**src/rtl/awmc_actuator_driver.sv**
```systemverilog
// Actuator command stage for the washer controller: valve, pump, motor, buzzer, fault.
// Define AWMC_DRV_DOOR_LOCK_EN to add the door_lock output.
module awmc_actuator_driver #(
  parameter int DIR_PERIOD  = 8,
  parameter int DEAD_TIME   = 2,
  parameter int AGI_SPEED   = 6,
  parameter int RAMP_STEP   = 4,
  parameter int BUZZ_CYCLES = 6
) (
  input  logic       clk,
  input  logic       reset,
  input  logic [2:0] stage,
  input  logic       done,
  input  logic       pause,
  output logic       valve_in,
  output logic       drain_pump,
  output logic       motor_en,
  output logic       motor_dir,
  output logic [3:0] motor_speed,
  output logic       buzzer,
`ifdef AWMC_DRV_DOOR_LOCK_EN
  output logic       door_lock,
`endif
  output logic       fault
);

  typedef enum logic [2:0] {
    M_OFF, M_CW, M_DEAD_A, M_CCW, M_DEAD_B, M_SPIN
  } mstate_t;

  localparam logic [15:0] DP = 16'(DIR_PERIOD);
  localparam logic [15:0] DT = 16'(DEAD_TIME);
  localparam logic [15:0] RS = 16'(RAMP_STEP);
  localparam logic [15:0] BC = 16'(BUZZ_CYCLES);
  localparam logic [3:0]  AS = 4'(AGI_SPEED);

  mstate_t     mstate, mstate_n;
  logic [15:0] cnt, cnt_n;
  logic [3:0]  spd, spd_n;
  logic [2:0]  prev_stage;
  logic        done_q;
  logic [15:0] buzz_cnt, buzz_n;
  logic        fault_n, rise, changed;
  logic        want_agit, want_spin, in_agit, restart;
  logic        kill, hold, rst_m, run;
  logic        valve_n, drain_n, en_n, dir_n, buzzer_n;
  logic [3:0]  speed_n;
`ifdef AWMC_DRV_DOOR_LOCK_EN
  logic [15:0] dl_cnt, dl_n;
  logic        door_n, dl_cond;
`endif

  always_comb begin
    fault_n   = fault | (stage[2] & stage[1]);
    rise      = done & ~done_q;
    buzz_n    = rise ? BC : ((buzz_cnt != 16'd0) ? buzz_cnt - 16'd1 : 16'd0);
    changed   = stage != prev_stage;
    want_agit = (stage == 3'd2) || (stage == 3'd3);
    want_spin = stage == 3'd5;
    in_agit   = mstate inside {M_CW, M_DEAD_A, M_CCW, M_DEAD_B};
    restart   = changed
              | (want_agit & ~in_agit)
              | (want_spin & (mstate != M_SPIN))
              | (~want_agit & ~want_spin & (mstate != M_OFF));
    kill  = fault_n | done;
    hold  = ~kill & pause;
    rst_m = ~kill & ~pause & restart;
    run   = ~kill & ~pause;

    mstate_n = mstate;
    cnt_n    = cnt;
    spd_n    = spd;
    unique case (1'b1)
      kill: begin
        mstate_n = M_OFF;
        cnt_n    = 16'd0;
        spd_n    = 4'd0;
      end
      hold: begin
        // agitation freezes in place; spin or an aborted mode restarts later
        if (changed || mstate == M_SPIN) begin
          mstate_n = M_OFF;
          cnt_n    = 16'd0;
          spd_n    = 4'd0;
        end
      end
      rst_m: begin
        cnt_n = 16'd1;
        spd_n = 4'd0;
        if (want_agit) begin
          mstate_n = M_CW;
        end else if (want_spin) begin
          mstate_n = M_SPIN;
          spd_n    = 4'd1;
        end else begin
          mstate_n = M_OFF;
          cnt_n    = 16'd0;
        end
      end
      default: begin
        unique case (mstate)
          M_CW: begin
            if (cnt == DP) begin
              mstate_n = M_DEAD_A;
              cnt_n    = 16'd1;
            end else cnt_n = cnt + 16'd1;
          end
          M_DEAD_A: begin
            if (cnt == DT) begin
              mstate_n = M_CCW;
              cnt_n    = 16'd1;
            end else cnt_n = cnt + 16'd1;
          end
          M_CCW: begin
            if (cnt == DP) begin
              mstate_n = M_DEAD_B;
              cnt_n    = 16'd1;
            end else cnt_n = cnt + 16'd1;
          end
          M_DEAD_B: begin
            if (cnt == DT) begin
              mstate_n = M_CW;
              cnt_n    = 16'd1;
            end else cnt_n = cnt + 16'd1;
          end
          M_SPIN: begin
            if (cnt == RS) begin
              cnt_n = 16'd1;
              spd_n = (spd == 4'd15) ? spd : spd + 4'd1;
            end else cnt_n = cnt + 16'd1;
          end
          default: ;
        endcase
      end
    endcase

    en_n     = run & (mstate_n inside {M_CW, M_CCW, M_SPIN});
    dir_n    = mstate_n inside {M_CCW, M_DEAD_B};
    speed_n  = 4'd0;
    if (run && (mstate_n == M_CW || mstate_n == M_CCW)) speed_n = AS;
    if (run && mstate_n == M_SPIN) speed_n = spd_n;
    valve_n  = run & ((stage == 3'd1) || (stage == 3'd3));
    drain_n  = run & ((stage == 3'd4) || (stage == 3'd5));
    buzzer_n = buzz_n != 16'd0;
`ifdef AWMC_DRV_DOOR_LOCK_EN
    dl_cond = (stage != 3'd0) | motor_en;
    dl_n    = dl_cond ? DT : ((dl_cnt != 16'd0) ? dl_cnt - 16'd1 : 16'd0);
    door_n  = dl_cond | fault_n | (dl_cnt != 16'd0);
`endif
  end

  always_ff @(posedge clk) begin
    if (!reset) begin
      mstate      <= M_OFF;
      cnt         <= 16'd0;
      spd         <= 4'd0;
      prev_stage  <= 3'd0;
      done_q      <= 1'b0;
      buzz_cnt    <= 16'd0;
      fault       <= 1'b0;
      valve_in    <= 1'b0;
      drain_pump  <= 1'b0;
      motor_en    <= 1'b0;
      motor_dir   <= 1'b0;
      motor_speed <= 4'd0;
      buzzer      <= 1'b0;
`ifdef AWMC_DRV_DOOR_LOCK_EN
      dl_cnt      <= 16'd0;
      door_lock   <= 1'b0;
`endif
    end else begin
      mstate      <= mstate_n;
      cnt         <= cnt_n;
      spd         <= spd_n;
      prev_stage  <= stage;
      done_q      <= done;
      buzz_cnt    <= buzz_n;
      fault       <= fault_n;
      valve_in    <= valve_n;
      drain_pump  <= drain_n;
      motor_en    <= en_n;
      motor_dir   <= dir_n;
      motor_speed <= speed_n;
      buzzer      <= buzzer_n;
`ifdef AWMC_DRV_DOOR_LOCK_EN
      dl_cnt      <= dl_n;
      door_lock   <= door_n;
`endif
    end
  end

endmodule

```
**config.mk**
```make
export PLATFORM = sky130hd
export DESIGN_NAME = awmc_actuator_driver
export DESIGN_NICKNAME = d
export VERILOG_FILES = /design/src/rtl/awmc_actuator_driver.sv
export SDC_FILE = /design/constraint.sdc
export NUM_CORES = 1
export LEC_CHECK = 0
export ABC_CLOCK_PERIOD_IN_PS = 3000
export BUFFER_PORTS_ARGS = -buffer_cell sky130_fd_sc_hd__buf_2
export CAP_MARGIN = 10
export CORE_MARGIN = 2
export CORE_UTILIZATION = 45
export CTS_BUF_LIST = sky130_fd_sc_hd__clkbuf_4 sky130_fd_sc_hd__clkbuf_8
export CTS_CLUSTER_DIAMETER = 150
export CTS_CLUSTER_SIZE = 20
export DETAILED_ROUTE_END_ITERATION = 8
export GPL_TIMING_DRIVEN = 1
export PLACE_DENSITY = 0.7
export SLEW_MARGIN = 20
export SYNTH_ARGS = -nofsm -noshare
export SYNTH_HDL_FRONTEND = slang
export SYNTH_SLANG_ARGS = --single-unit
```
**constraint.sdc**
```tcl
create_clock -name clk -period 3 [get_ports clk]
set_input_delay 0.3 -clock clk [delete_from_list [all_inputs] [get_ports clk]]
set_output_delay 0.3 -clock clk [all_outputs]
set_load 0.02 [all_outputs]
```
### Yosys cells after proc, flatten, opt, wreduce, memory -nomap -nowiden

Cells that the tools add are included.

| word-level totals | value |
|---|---|
| register bits | 53 |
| output and inout port bits | 10 |

| cells by class | value |
|---|---|
| add/subtract/negate cells | 3 |
| equal/unequal tests | 21 |
| multiplexer cells | 28 |
| bitwise operators | 23 |
| reduce and logical (&&, ||, !) cells | 17 |

Operators by type and width:

| cell | count |
|---|---|
| $mux 16 | 6 |
| $pmux 16 s3 | 2 |
| $reduce_bool 16->1 | 2 |
| $mux 3 | 8 |
| $mux 4 | 5 |
| $eq 3x3->1 const B | 6 |
| $add 16x1->16 const B | 1 |
| $eq 16x2->1 const B | 1 |
| $eq 16x3->1 const B | 1 |
| $eq 16x4->1 const B | 1 |
| $sub 16x1->16 const B | 1 |
| $eq 3x2->1 const B | 5 |
| $and 1x1->1 | 12 |
| $pmux 3 s4 | 1 |
| $pmux 4 s3 | 1 |
| $eq 3x1->1 const B | 3 |
| $pmux 3 s3 | 1 |
| $not 1->1 | 6 |
| $reduce_bool 3->1 | 2 |
| $reduce_bool 6->1 | 1 |
| $logic_or 1x1->1 | 5 |
| $or 1x1->1 | 5 |
| $add 4x1->4 const B | 1 |
| $eq 4x4->1 const B | 1 |
| other kinds (9) | 14 |

### Logic depth before layout (Yosys ltp)

| logic depth | value |
|---|---|
| word-level depth | 14 |
| mapped depth | 9 |

### Worst setup path after synthesis

Ideal clock, no wire load.

| timing path | value |
|---|---|
| kind | register to register |
| start point | reg cnt[0] |
| end point | reg motor_dir |
| library setup time | 0.117 ns |
| data arrival time | 2.004 ns |
| setup slack | 0.879 ns |
| stages on the path, launching flop included | 10 |
| path buffers | 0 |
| path through | dfxtp_1 -> inv_1 -> ha_1 -> nand2b_1 -> or4_1 -> o21ai_1 -> o21ai_1 -> a222oi_1 -> or3b_1 -> a21boi_1 |

| between the ends | value |
|---|---|
| longest elaborated chain between the ends | 6 |
| elaborated cells between the ends (all ways) | 11 |
| classes of those cells | eq/ne (4); mux (6); reduce/logical (1) |

RTL lines:

| element | line | text |
|---|---|---|
| start, declared | 38 | `logic [15:0] cnt, cnt_n;` |
| start signal, assigned | 173 | `cnt <= cnt_n;` |
| $eq 16x2->1 / $eq 16x4->1 (equally long branches) | -- |  |
| $mux 3 (on tied branches) | -- |  |
| $pmux 3 s4 * | 101 | `unique case (mstate)` |
| $pmux 3 s3 * | 73 | `unique case (1'b1)` |
| $eq 3x2->1 / $eq 3x3->1 (equally long branches) | 138 | `dir_n = mstate_n inside {M_CCW, M_DEAD_B};` |
| $reduce_bool 2->1 * | 138 |  |
| end signal, assigned | 182 | `motor_dir <= dir_n;` |
| end, declared | 18 | `output logic motor_dir,` |

Every way passes the cells marked *; elsewhere a longest branch is shown, timed or not.
A chain may end at the register's enable or synchronous reset.

### Worst setup path in the final report

Same ends and word-level chain as after synthesis.

==> impl_metrics.prom <==
# TYPE chip_impl_metric gauge
chip_impl_info{name="run_status",value="complete, no violations"} 1
chip_impl_metric{name="synth-warning-count",unit=""} 0
chip_impl_metric{name="simple_gate_portion_of_the_synthesized_area",unit="%"} 34.14
chip_impl_info{name="worst_setup_start_kind",value="flip-flop"} 1
chip_impl_metric{name="row_cnt",unit=""} 28
chip_impl_info{name="yosys_most_used_dff",value="sky130_fd_sc_hd__dfxtp_1"} 1
chip_impl_metric{name="power.combinational.fraction",unit="%"} 37.7
chip_impl_metric{name="fraction_of_the_mapped_netlist_area_in_compound_gates",unit="%"} 12.43
chip_impl_info{name="route.top_layer_used",value="met4"} 1
chip_impl_metric{name="timing.final.crit_period",unit="ns"} 2.436
chip_impl_metric{name="pre_cts_slack",unit="ns"} 0.4373
chip_impl_metric{name="met3_length",unit="um"} 166
chip_impl_info{name="worst_setup_path_end_kind",value="flip-flop"} 1
chip_impl_metric{name="io_buffer_count",unit=""} 16
chip_impl_metric{name="tritoncts_num_sinks",unit=""} 53
chip_impl_metric{name="syn_nets",unit=""} 340
chip_impl_metric{name="first_pass_grt_wire_length",unit="um"} 9466
chip_impl_metric{name="gr-total-overflow",unit=""} 0
chip_impl_metric{name="cts.repair_timing.setup_buffer_count",unit=""} 0
chip_impl_metric{name="number_of_buffers_on_the_longest_clock_path",unit=""} 2
chip_impl_metric{name="layout.cells.non_filler",unit=""} 416
chip_impl_metric{name="syn2layout_area_growth",unit="%"} 8.694
chip_impl_metric{name="cts.repair.resized",unit=""} 0
chip_impl_metric{name="post_dp_cell_area",unit="um^2"} 2897
chip_impl_metric{name="route.met2.wl",unit="um"} 2592
chip_impl_metric{name="post_route_cells_drive_above_1_share",unit="%"} 12.90
chip_impl_metric{name="drt_drc_violations_left",unit=""} 0
chip_impl_metric{name="p_leak",unit="nW"} 1.135
chip_impl_metric{name="total_wirelength_of_the_detailed_routed_design",unit="um"} 5539
chip_impl_metric{name="synthAdderAreaFrac",unit="%"} 2.703
chip_impl_metric{name="ys_seq_area_share",unit="%"} 38.20
chip_impl_metric{name="maximum_number_of_pins_on_one_net_before_global_route_repair",unit=""} 23
chip_impl_metric{name="vdd.ir_drop.worst",unit="mV"} 0.5588
chip_impl_metric{name="post-route-util",unit="%"} 50.69
chip_impl_metric{name="wl_met1",unit="um"} 2580
chip_impl_metric{name="r2r.worst_path.cells",unit=""} 9
chip_impl_metric{name="seq_power_share",unit="%"} 40.7
chip_impl_info{name="min_path_type",value="in2reg"} 1
chip_impl_metric{name="die-area",unit="um^2"} 6817
chip_impl_metric{name="arrival",unit="ns"} 2.64
chip_impl_metric{name="max_cap_violations",unit=""} 0
chip_impl_metric{name="insertedDiodeCount",unit=""} 0
chip_impl_metric{name="synth_cell_type_count",unit=""} 63
chip_impl_metric{name="cts-buffers-inserted",unit=""} 5
chip_impl_metric{name="die_w",unit="um"} 82.57
chip_impl_metric{name="synth.ff_latch_count",unit=""} 53
chip_impl_metric{name="layout.cell_area.non_filler",unit="um^2"} 3019
chip_impl_metric{name="fin_total_pwr",unit="mW"} 2.294
chip_impl_metric{name="power_report.internal_total",unit="mW"} 1.469
chip_impl_metric{name="power_density",unit="nW/um^2"} 759.7
chip_impl_metric{name="switchingPower",unit="mW"} 0.8244
chip_impl_metric{name="clock_slew_at_reported_path_ffs",unit="ns"} 0.09
chip_impl_metric{name="hold_ws",unit="ns"} 0.2609
chip_impl_metric{name="synth_async_sr_flop_share",unit="%"} 0
chip_impl_metric{name="drt_pass1_iterations",unit=""} 4
chip_impl_metric{name="hpwl",unit="um"} 4030
chip_impl_metric{name="synth.area.mux_share",unit="%"} 0.3604
chip_impl_info{name="r2r-end",value="motor_dir"} 1
chip_impl_info{name="synth_top_family_by_area",value="simple AND/OR/NAND/NOR gates"} 1
chip_impl_info{name="regToRegStartpoint",value="cnt[0]"} 1
chip_impl_metric{name="max_clock_freq",unit="GHz"} 0.4105
chip_impl_info{name="clock_tree_from_tritoncts",value="built"} 1
chip_impl_metric{name="number_of_global_route_vias_before_repair",unit=""} 2159
chip_impl_metric{name="cts_max_level",unit=""} 2
chip_impl_metric{name="synth_xor_area_share",unit="%"} 8.829
chip_impl_metric{name="routabilityCongestion",unit=""} 0.8297
chip_impl_metric{name="switching_share",unit="%"} 35.94
chip_impl_metric{name="num_vias",unit=""} 2275
chip_impl_metric{name="period_share",unit="%"} 81.20
chip_impl_info{name="crit_path_end",value="motor_dir"} 1
chip_impl_metric{name="post_drt_wl_per_cell",unit="um"} 13.31
chip_impl_metric{name="placeableCoreArea",unit="um^2"} 5956
chip_impl_metric{name="synth_enable_flop_cells",unit=""} 0
chip_impl_metric{name="placedCellCount",unit=""} 407
chip_impl_metric{name="cts_hold_repair.buffers",unit=""} 0
chip_impl_metric{name="initial_utilization",unit="%"} 46.64
chip_impl_metric{name="timing.final.ws_setup",unit="ns"} 0.5641
chip_impl_metric{name="worst_slew_pin_slew",unit="ns"} 0.7960
chip_impl_info{name="grt_setup_unrepaired",value="false"} 1
chip_impl_metric{name="setup_violations",unit=""} 0
chip_impl_metric{name="number_of_instances_in_the_synthesized_netlist",unit=""} 327
chip_impl_metric{name="routed_via_density",unit=""} 5.469
chip_impl_metric{name="chipHeight",unit="um"} 82.57
chip_impl_metric{name="detail_route.iter0.violations",unit=""} 119
chip_impl_metric{name="gr-usage-all-layers",unit="%"} 17.96
chip_impl_metric{name="power.share.clock",unit="%"} 21.6
chip_impl_info{name="startpoint",value="cnt[0]"} 1
chip_impl_metric{name="post_synth.cell_area_avg",unit="um^2"} 8.494
chip_impl_metric{name="final-hold-violation-count",unit=""} 0
chip_impl_metric{name="timing.reg2reg.setup_slack",unit="ns"} 0.56
chip_impl_metric{name="drv_slew",unit=""} 0
chip_impl_metric{name="clk_latency",unit="ns"} 0.31
chip_impl_metric{name="worst-endpoint-required",unit="ns"} 3.21
chip_impl_metric{name="top_level_ports",unit=""} 17
chip_impl_metric{name="slew_headroom",unit="%"} 46.93
chip_impl_metric{name="nets",unit=""} 353
chip_impl_info{name="clk_root_buffer_cell",value="sky130_fd_sc_hd__clkbuf_8"} 1
chip_impl_metric{name="route.antenna.remaining_nets",unit=""} 0
chip_impl_info{name="crit_type",value="reg2reg"} 1
chip_impl_metric{name="critical_path_peak_fanout",unit=""} 6
chip_impl_metric{name="skew",unit="ns"} 0.01260
chip_impl_metric{name="timing.setup.tns",unit="ns"} 0
chip_impl_metric{name="synth.cell_area",unit="um^2"} 2778
chip_impl_metric{name="number_of_antenna_violations_at_the_first_check_in_global_routing",unit=""} 0
[cell families after synthesis]
kind of cell,after synthesis
compound gates,48
xor+xnor,28
fa+ha+maj,6
buf+inv,20
flops,53
mux,1
simple gates,171
[worst max-delay path, stage by stage, from the launching register on]
cell and delay (ns):
sky130_fd_sc_hd__dfxtp_1 0.35, sky130_fd_sc_hd__inv_1 0.14, sky130_fd_sc_hd__ha_1 0.17, sky130_fd_sc_hd__nand2b_1 0.08, sky130_fd_sc_hd__or4_1 0.40, sky130_fd_sc_hd__o21ai_1 0.12
sky130_fd_sc_hd__o21ai_1 0.08, sky130_fd_sc_hd__a222oi_1 0.74, sky130_fd_sc_hd__or3b_1 0.21, sky130_fd_sc_hd__a21boi_1 0.05
[Yosys cell counts, types with 2 or more instances]
cell	count	area [um^2]
sky130_fd_sc_hd__nand3_1	12	60.06
sky130_fd_sc_hd__or2_2	4	25.02
sky130_fd_sc_hd__o211ai_1	2	15.01
sky130_fd_sc_hd__o31ai_1	2	15.01
sky130_fd_sc_hd__and3b_1	3	26.28
sky130_fd_sc_hd__nor4_1	5	31.28
sky130_fd_sc_hd__inv_1	8	30.03
sky130_fd_sc_hd__o41ai_1	2	17.52
sky130_fd_sc_hd__buf_4	2	15.01
sky130_fd_sc_hd__nor2_1	47	176.4
sky130_fd_sc_hd__nand4_1	9	56.30
sky130_fd_sc_hd__or4_1	2	15.01
sky130_fd_sc_hd__nand2_1	25	93.84
sky130_fd_sc_hd__a21boi_0	3	22.52
sky130_fd_sc_hd__xor2_1	15	131.4
sky130_fd_sc_hd__xnor2_1	13	113.9
sky130_fd_sc_hd__and3_1	3	18.77
sky130_fd_sc_hd__nor3_1	15	75.07
sky130_fd_sc_hd__ha_1	6	75.07
sky130_fd_sc_hd__clkbuf_1	7	26.28
sky130_fd_sc_hd__a21oi_1	12	60.06
sky130_fd_sc_hd__and2_1	8	50.05
sky130_fd_sc_hd__o21a_1	2	15.01
sky130_fd_sc_hd__nand3b_1	2	15.01
sky130_fd_sc_hd__nand2b_1	5	31.28
sky130_fd_sc_hd__nor3b_1	4	30.03
sky130_fd_sc_hd__buf_2	2	10.01
sky130_fd_sc_hd__nor2b_1	10	62.56
sky130_fd_sc_hd__and4_1	2	17.52
sky130_fd_sc_hd__o21ai_1	2	10.01
sky130_fd_sc_hd__dfxtp_1	53	1061
sky130_fd_sc_hd__nor4_2	2	25.02
sky130_fd_sc_hd__o21ai_0	8	40.04
[power by group through the flow]
stage / clock network, mW / logic (mW) / registers, mW
after detailed placement: 0 / 0.860 / 0.950
after global routing: 0.531 / 0.983 / 0.954
after floorplan: 0 / 0.737 / 0.924
after CTS: 0.509 / 0.868 / 0.934
final: 0.496 / 0.864 / 0.934
after global placement: 0 / 0.848 / 0.946
[cell type report]
| type | count | area (um^2) |
|---|---|---|
| fill | 597 | 2937 |
| multi-input combinational | 254 | 1624 |
| sequential | 53 | 1061 |
| timing repair buffer | 18 | 95.09 |
| tap | 75 | 93.84 |
| clock buffer | 6 | 76.32 |
| clock inverter | 2 | 38.79 |
| inverter | 8 | 30.03 |
[metal layers]
| metal | vias to the layer above | track usage (%) |
|---|---|---|
| li1 | 1169 | - |
| met1 | 1053 | 21.38 |
| met2 | 34 | 29.76 |
| met3 | 19 | 3.913 |
| met4 | 0 | 10.33 |
| met5 | - | 0 |
[placed cells by master, fill, tap and decap left out, types with 2 or more instances in the layout]
cell,netlist,final
sky130_fd_sc_hd__nand3_1,12,12
sky130_fd_sc_hd__clkbuf_4,0,2
sky130_fd_sc_hd__nor2b_1,10,10
sky130_fd_sc_hd__nor3_1,15,15
sky130_fd_sc_hd__xnor2_1,13,13
sky130_fd_sc_hd__a21oi_1,12,12
sky130_fd_sc_hd__o41ai_1,2,2
sky130_fd_sc_hd__nor4_1,5,5
sky130_fd_sc_hd__nand2_1,25,25
sky130_fd_sc_hd__or4_1,2,2
sky130_fd_sc_hd__nand3b_1,2,2
sky130_fd_sc_hd__clkbuf_8,0,5
sky130_fd_sc_hd__buf_2,2,16
sky130_fd_sc_hd__nor3b_1,4,4
sky130_fd_sc_hd__o21a_1,2,2
sky130_fd_sc_hd__a21boi_0,3,3
sky130_fd_sc_hd__nor4_2,2,2
sky130_fd_sc_hd__inv_1,8,8
sky130_fd_sc_hd__nand4_1,9,9
sky130_fd_sc_hd__o31ai_1,2,2
sky130_fd_sc_hd__and2_1,8,8
sky130_fd_sc_hd__o211ai_1,2,2
sky130_fd_sc_hd__nand2b_1,5,5
sky130_fd_sc_hd__o21ai_1,2,2
sky130_fd_sc_hd__o21ai_0,8,8
sky130_fd_sc_hd__ha_1,6,6
sky130_fd_sc_hd__and3b_1,3,3
sky130_fd_sc_hd__dfxtp_1,53,53
sky130_fd_sc_hd__xor2_1,15,15
sky130_fd_sc_hd__or2_2,4,4
sky130_fd_sc_hd__and3_1,3,3
sky130_fd_sc_hd__and4_1,2,2
sky130_fd_sc_hd__nor2_1,47,47
[how the worst min path moves through the flow]
stage	end	startpoint	slack, ns	cells after the start
final	prev_stage[0]	stage[0]	0.26	2
after CTS	prev_stage[0]	stage[0]	0.26	2
after global routing	prev_stage[0]	stage[0]	0.27	2
after floorplan	drain_pump	stage[1]	0.38	1
after detailed placement	buzz_cnt[0]	buzz_cnt[0]	0.45	1
after global placement	buzz_cnt[0]	buzz_cnt[0]	0.45	1
[state kept, by name (all words and copies together) (netlist names)]
name,cells
done_q,1
motor_dir,1
spd,4
buzzer,1
motor_speed,4
drain_pump,1
prev_stage,3
motor_en,1
buzz_cnt,16
valve_in,1
cnt,16
mstate,3
fault,1
No activity file was read; power rests on OpenSTA's default activity.
